--- src/rtl/bsc_framer.sv ---
// Bit/sample counter framer: OVERSAMPLE samples per bit, FRAME_BITS bits per frame.
// Define BSC_FRAMER_ABORT_EN to honour the abort input; otherwise abort is ignored.
module bsc_framer #(
    parameter int unsigned OVERSAMPLE = 16,
    parameter int unsigned FRAME_BITS = 10,
    localparam int unsigned CNT_W = ($clog2(OVERSAMPLE) > 1) ? $clog2(OVERSAMPLE) : 1,
    localparam int unsigned BIT_W = ($clog2(FRAME_BITS) > 1) ? $clog2(FRAME_BITS) : 1
) (
    input  logic             clk,
    input  logic             rst,
    input  logic             en,
    input  logic             abort,
    output logic [CNT_W-1:0] sample_cnt,
    output logic [BIT_W-1:0] bit_cnt,
    output logic             sample_stb,
    output logic             bit_done,
    output logic             frame_done,
    output logic             busy
);

    typedef enum logic [0:0] {StIdle, StRun} state_e;

    state_e            state_q, state_d;
    logic [CNT_W-1:0]  sample_q, sample_d;
    logic [BIT_W-1:0]  bit_q, bit_d;
    logic              abort_hit;

`ifdef BSC_FRAMER_ABORT_EN
    assign abort_hit = abort;
`else
    // Port stays for a uniform interface but has no effect in this build.
    logic unused_abort;
    assign unused_abort = abort;
    assign abort_hit    = 1'b0;
`endif

    assign busy       = (state_q == StRun);
    assign sample_cnt = sample_q;
    assign bit_cnt    = bit_q;
    assign sample_stb = busy && (sample_q == CNT_W'(OVERSAMPLE / 2));
    assign bit_done   = busy && (sample_q == CNT_W'(OVERSAMPLE - 1));
    assign frame_done = bit_done && (bit_q == BIT_W'(FRAME_BITS - 1));

    always_comb begin
        state_d  = state_q;
        sample_d = sample_q;
        bit_d    = bit_q;
        unique case (state_q)
            StIdle: begin
                sample_d = '0;
                bit_d    = '0;
                if (en) begin
                    state_d = StRun;
                end
            end
            StRun: begin
                if (frame_done || abort_hit) begin
                    sample_d = '0;
                    bit_d    = '0;
                    // Zero-gap restart only when en is high and no abort overrides it.
                    if (abort_hit || !en) begin
                        state_d = StIdle;
                    end
                end else if (bit_done) begin
                    sample_d = '0;
                    bit_d    = bit_q + BIT_W'(1);
                end else begin
                    sample_d = sample_q + CNT_W'(1);
                end
            end
            default: begin
                state_d  = StIdle;
                sample_d = '0;
                bit_d    = '0;
            end
        endcase
    end

    always_ff @(posedge clk) begin
        if (rst) begin
            state_q  <= StIdle;
            sample_q <= '0;
            bit_q    <= '0;
        end else begin
            state_q  <= state_d;
            sample_q <= sample_d;
            bit_q    <= bit_d;
        end
    end

endmodule
--- config.mk ---
export PLATFORM = sky130hd
export DESIGN_NAME = bsc_framer
export DESIGN_NICKNAME = d
export VERILOG_FILES = /design/src/rtl/bsc_framer.sv
export SDC_FILE = /design/constraint.sdc
export NUM_CORES = 1
export LEC_CHECK = 0
export BUFFER_PORTS_ARGS = -buffer_cell sky130_fd_sc_hd__buf_2
export CAP_MARGIN = 0
export CORE_AREA = 2 2 39 41
export DETAILED_ROUTE_END_ITERATION = 10
export DIE_AREA = 0 0 41 43
export GPL_ROUTABILITY_DRIVEN = 0
export GPL_TIMING_DRIVEN = 0
export PLACE_DENSITY = 0.61
export SLEW_MARGIN = 10
export SYNTH_ARGS = -nofsm -noshare
export SYNTH_HDL_FRONTEND = slang
export SYNTH_SLANG_ARGS = --single-unit
--- constraint.sdc ---
create_clock -name clk -period 1.3 [get_ports clk]
set_input_delay 0.26 -clock clk [delete_from_list [all_inputs] [get_ports clk]]
set_output_delay 0.26 -clock clk [all_outputs]
set_load 0.01 [all_outputs]
==> results of run 1 <==
[registers in the layout (all words and copies together), names as in the netlist]
name        count
sample_cnt      4
busy            1
bit_cnt         4
[cells in the mapped netlist]
| cell | n |
|---|---|
| a21boi_1 | 1 |
| a21oi_1 | 5 |
| a311oi_1 | 1 |
| a41oi_1 | 1 |
| and2_1 | 1 |
| and3_1 | 1 |
| and3_2 | 1 |
| and3b_1 | 1 |
| and4_1 | 1 |
| buf_2 | 1 |
| clkbuf_1 | 1 |
| clkinvlp_2 | 1 |
| dfxtp_1 | 9 |
| ha_1 | 4 |
| inv_1 | 5 |
| nand2_1 | 2 |
| nand2b_1 | 1 |
| nand3_1 | 1 |
| nand3_2 | 1 |
| nor2_1 | 1 |
| nor3_1 | 1 |
| nor3b_1 | 1 |
| o21ai_0 | 3 |
| o21ba_1 | 1 |
| or3_1 | 2 |
| or4_1 | 2 |
| xnor2_1 | 1 |
[worst paths after layout]
path	startpoint	endpoint
max	bit_cnt[1]	frame_done
min	en	busy
min reg2reg	bit_cnt[3]	bit_cnt[3]
max reg2reg	bit_cnt[0]	bit_cnt[2]
[layer usage]
| layer | vias to the layer above | wire length (um) | share of wire, % | track usage [%] |
|---|---|---|---|---|
| met5 | - | 0 | 0 | 0 |
| met4 | 0 | 14 | 1.3 | 6.00 |
| met3 | 2 | 51 | 4.8 | 7.85 |
| met2 | 11 | 523 | 49 | 20.3 |
| met1 | 208 | 480 | 45 | 17.9 |
| li1 | 232 | - | - | - |
[power by group]
part	internal [uW]	leakage (uW)	switching, uW	total [uW]
clock network	118	0.0000150	98.3	217
logic	20.2	0.000212	16.9	37.1
registers	274	0.0000771	6.28	280
total	412	0.000304	122	534
[per-stage QoR]
stage | cell area [um^2] | std cells | total power [uW]
2_1_floorplan | 477 | 51 | 305
6_report | 724 | 93 | 534
3_3_place_gp | 567 | 81 | 316
3_5_place_dp | 567 | 81 | 317
5_1_grt | 724 | 93 | 562
4_1_cts | 689 | 91 | 534
[layout make-up]
| cell class | instances | area [um^2] | share of cell area [%] |
|---|---|---|---|
| Sequential cell | 9 | 198 | 27.3 |
| Tap cell | 16 | 20.0 | 2.76 |
| Buffer | 1 | 3.75 | 0.518 |
| Timing Repair Buffer | 23 | 151 | 20.9 |
| Multi-Input combinational cell | 34 | 299 | 41.3 |
| Clock buffer | 4 | 26.3 | 3.63 |
| Inverter | 6 | 26.3 | 3.63 |
[worst register-to-register path: cells and delay by family (launching register included)]
kind,cells,cell delay (ns)
and+or+nand+nor,1,0.52
buffers and inverters,2,0.25
DFF,1,0.36
adders and majority gates,1,0.17
AOI/OAI and AO/OA,1,0.12
[repair_timing]
| item | CTS | global route |
|---|---|---|
| pin swaps | 6 | 2 |
| resized for setup | 15 | 7 |
| endpoints found under the setup margin | 7 | 8 |
| setup buffers | 7 | 2 |
[cells by family after synthesis]
| logic type | after synthesis |
|---|---|
| flip-flops | 9 |
| buffers and inverters | 8 |
| AND/OR/NAND/NOR | 17 |
| adder cells (fa/ha/maj) | 4 |
| XOR/XNOR | 1 |
| AO/OA/AOI/OAI | 12 |
==> flow_summary.yaml, run 1 <==
min_path:
  whs_path_depth: 2
  min_path_type: "input pin to register"
floorplan:
  row_count: 14
  die_x_um: 41
  start_util_pct: 33.0
  pin_count: 16
  die-height_um: 43
  dieArea_um2: 1760
  core_area_um2: 1380
placement:
  post-dp-hpwl_um: 664
  pre_cts_ws_ns: -0.0913
  portBuffers: 14
sta:
  min_period_ns: 1.53
  tns_ns: -0.837
  worst_slew_pin_slew_ns: 0.402
  holdWs_ns: 0.214
  drv_slew: 0
  setup_slack_ns: -0.230
  timing.final.crit_share_pct: 118
  clock.fmax_mhz: 654
  rsz0062_at_grt: "yes"
  slew_headroom_pct: 73.2
  hold_viol: 0
  finClkSkew_ns: 0.00219
  setup_viol: 6
final_layout:
  syn_to_final_growth_pct: 58.6
  fin_util_pct: 52.4
  nets: 86
  drive_gt1_share_pct: 58.4
  fillers: 126
  final_common_cell: "buf_2"
  layout_common_cells: "13 x buf_2, 7 x buf_4, 4 x a21oi_1, 4 x dfxtp_4"
  diodes: 0
detailed_routing:
  drc: 0
  drtIter0Drc: 9
  drtAntennaViolNets: 0
  routed_wl_um: 1070
  vias_per_cell: 4.87
  wl_per_cell_um: 11.5
  via_count: 453
  first_pass_iters: 4
clocking:
  cts_hold_buffers: 0
  cts_root_buf: "clkbuf_4"
  clock_latency_ns: 0.26
  cts_tree: "done"
  clkSinkCount: 9
  cts_buffers: 3
  clk_pin_slew_ns: 0.06
  cts_buffer_depth: 2
  cts_max_level: 1
critical_path:
  cp_data_required_time_ns: 1.04
  rr_worst_depth: 5
  crit_cells: 5
  cp-start-kind: "register"
  slowest_stage: "dfxtp_4"
  endpoint_kind: "output pin"
  r2r_slack_ns: -0.18
  crit_fanout: 2
  crit_family: "simple AND/OR/NAND/NOR gates"
  arrival_ns: 1.27
  crit_type: "register to output pin"
  path_buf_inv: 2
  max_stage_delay_ns: 0.35
  cp_cell_sequence: "inv_2 > ha_4 > and3b_2 > and3_4 > buf_6"
global_route:
  grt_antenna_before_repair: 0
  grt_pass1_wl_um: 1660
  grt_usage_pct: 14.5
  grt-ovfl-total: 0
  grt_pass1_vias: 377
  grt_max_degree: 9
synth:
  synth_seq_cells: 9
  synth_compound_area_share_pct: 16.4
  synthTopCellsByArea: "dfxtp_1 39%, ha_1 11%, a21oi_1 5.5%, inv_1 4.1%, o21ai_0 3.3%"
  syn_inst: 51
  ys_types: 27
  syn-num-nets: 59
  synthXorXnorAreaFrac_pct: 1.92
  synth_area_per_cell_um2: 8.95
  yosys.area_share.simple_pct: 24.1
  synth_area_um2: 457
  ys_seq_area_share_pct: 39.5
  synth_fa_ha_area_share_pct: 11.0
  synth.top_cell.area_share_pct: 39.5
  yosys_warnings: 0
  synth_mux_area_share_pct: 0
  synth_top_family_by_area: "simple AND/OR/NAND/NOR gates"
  yosysTopAreaCell: "dfxtp_1"
outcome:
  violations: "negative setup slack"
  run_status: "finished, violations left"
run:
  maxCapViolCount: 0
pwr:
  power_density_nw_per_um2: 737
  p_leak_uw: 0.000304
  ir_drop_v: 0.000466
Note: power is estimated with default switching activity, not from simulation.
==> run 2, diff against run 1 <==
--- a/config.mk
+++ b/config.mk
@@ -12,8 +12,10 @@
 export DIE_AREA = 0 0 41 43
 export GPL_ROUTABILITY_DRIVEN = 0
 export GPL_TIMING_DRIVEN = 0
+export HOLD_SLACK_MARGIN = 0.08
 export PLACE_DENSITY = 0.61
 export SLEW_MARGIN = 10
 export SYNTH_ARGS = -nofsm -noshare
 export SYNTH_HDL_FRONTEND = slang
 export SYNTH_SLANG_ARGS = --single-unit
+export TNS_END_PERCENT = 50
==> flow_summary.yaml, run 2 (synthesis results as in run 1) <==
outcome:
  run_status: "finished, violations left"
  violations: "negative setup slack"
critical_path:
  endpoint_kind: "output pin"
  arrival_ns: 1.27
  cp-start-kind: "register"
  cp_data_required_time_ns: 1.04
  r2r_slack_ns: -0.18
  crit_type: "register to output pin"
  crit_fanout: 2
clocking:
  cts_buffer_depth: 2
  clk_pin_slew_ns: 0.06
  cts_max_level: 1
  cts_root_buf: "clkbuf_4"
  cts_tree: "done"
  cts_hold_buffers: 0
  clock_latency_ns: 0.26
  clkSinkCount: 9
  cts_buffers: 3
detailed_routing:
  wl_per_cell_um: 11.5
  via_count: 453
  routed_wl_um: 1060
  drtAntennaViolNets: 0
  first_pass_iters: 4
  drc: 0
  vias_per_cell: 4.92
  drtIter0Drc: 7
pwr:
  pwr-share-clk_pct: 40.8
  ir_drop_v: 0.000466
  combPwrFrac_pct: 6.1
  pwr-share-seq_pct: 53.1
  switching_power_uw: 120
  switching_share_pct: 22.6
  p_leak_uw: 0.000297
  p_int_uw: 409
  power_density_nw_per_um2: 747
placement:
  dpl_cell_area_um2: 567
  portBuffers: 14
  post-dp-hpwl_um: 664
  post-place-cells: 81
sta:
  hold_viol: 0
  timing.final.crit_share_pct: 118
  setup_viol: 6
  min_period_ns: 1.53
  clock.fmax_mhz: 653
  drv_slew: 0
  worst_slew_pin_slew_ns: 0.400
  finClkSkew_ns: 0.00227
  rsz0062_at_grt: "yes"
  setup_slack_ns: -0.231
  tns_ns: -0.771
  slew_headroom_pct: 73.4
global_route:
  grt-ovfl-total: 0
  grt_pass1_wl_um: 1660
  grt_usage_pct: 14.5
  grt_pass1_vias: 389
  grt_max_degree: 9
  grt_antenna_before_repair: 0
final_layout:
  final_common_cell: "buf_2"
  instances_no_fill: 92
  register_area_um2: 196
  layout_common_cells: "13 x buf_2, 8 x buf_4, 4 x a21oi_1, 4 x dfxtp_4, 4 x dfxtp_1"
  nets: 85
  syn_to_final_growth_pct: 55.1
  multi_input_area_um2: 299
  fillers: 127
  diodes: 0
  drive_gt1_share_pct: 56.6
  fin_util_pct: 51.2
  final_area_um2: 708
run:
  maxCapViolCount: 0
floorplan:
  pin_count: 16
  die-height_um: 43
  row_count: 14
  start_util_pct: 33.0
  core_area_um2: 1380
  dieArea_um2: 1760
  die_x_um: 41
min_path:
  min_path_type: "input pin to register"
run 2: cell count changes in the layout (fill, tap and decap cells not counted):
cell	before	now
dfxtp_1	3	4
buf_6	3	1
buf_4	7	8
dfxtp_2	2	1
run 2: power by group through the flow:
stage	combinational (uW)	sequential [uW]	clock, uW
final	32.4	281	216
after global routing	35.9	282	240
after CTS	31.1	280	223
after detailed placement	25.0	292	0
after global placement	24.2	291	0
after floorplan	12.4	293	0
run 2: repair_timing:
item | in CTS | in global routing
endpoints found under the setup margin | 7 | 8
hold endpoints to repair | 0 | 0
buffers inserted | 7 | 1
gates resized for setup | 15 | 4
pin swaps | 6 | 2
run 2: per-stage QoR:
| stage | hold slack, ns | worst slack [ns] | power (uW) |
|---|---|---|---|
| floorplan | 0.393 | -0.0233 | 305 |
| global placement | 0.478 | -0.0961 | 316 |
| detailed placement | 0.483 | -0.0913 | 317 |
| CTS | 0.212 | -0.234 | 534 |
| global route | 0.213 | -0.270 | 558 |
| finish | 0.215 | -0.231 | 529 |
run 2: cell type report:
| class | count | share of cell area [%] |
|---|---|---|
| Timing Repair Buffer | 22 | 19.3 |
| Inverter | 6 | 3.71 |
| Sequential cell | 9 | 27.7 |
| Clock buffer | 4 | 3.71 |
| Buffer | 1 | 0.530 |
| Tap cell | 16 | 2.83 |
| Multi-Input combinational cell | 34 | 42.2 |
run 2: routing by layer:
| layer | share of wire [%] | wire length (um) | vias up | GRT usage [%] |
|---|---|---|---|---|
| met4 | 1.3 | 14 | 0 | 7.33 |
| met2 | 49 | 516 | 11 | 19.7 |
| met5 | 0 | 0 | - | 0 |
| met3 | 4.8 | 51 | 2 | 7.85 |
| met1 | 45 | 473 | 209 | 17.9 |
| li1 | - | - | 231 | - |
run 2: worst max-delay path: stages (launching register included):
cell     delay, ns
dfxtp_4       0.35
inv_2         0.04
ha_4          0.14
and3b_2       0.20
and3_4        0.17
buf_6         0.11
run 2: path summary, 6_finish.rpt:
check	end	cells past startpoint	from
max	frame_done	5	bit_cnt[1]
max reg2reg	bit_cnt[2]	5	bit_cnt[0]
min reg2reg	bit_cnt[3]	1	bit_cnt[3]
min	busy	2	en
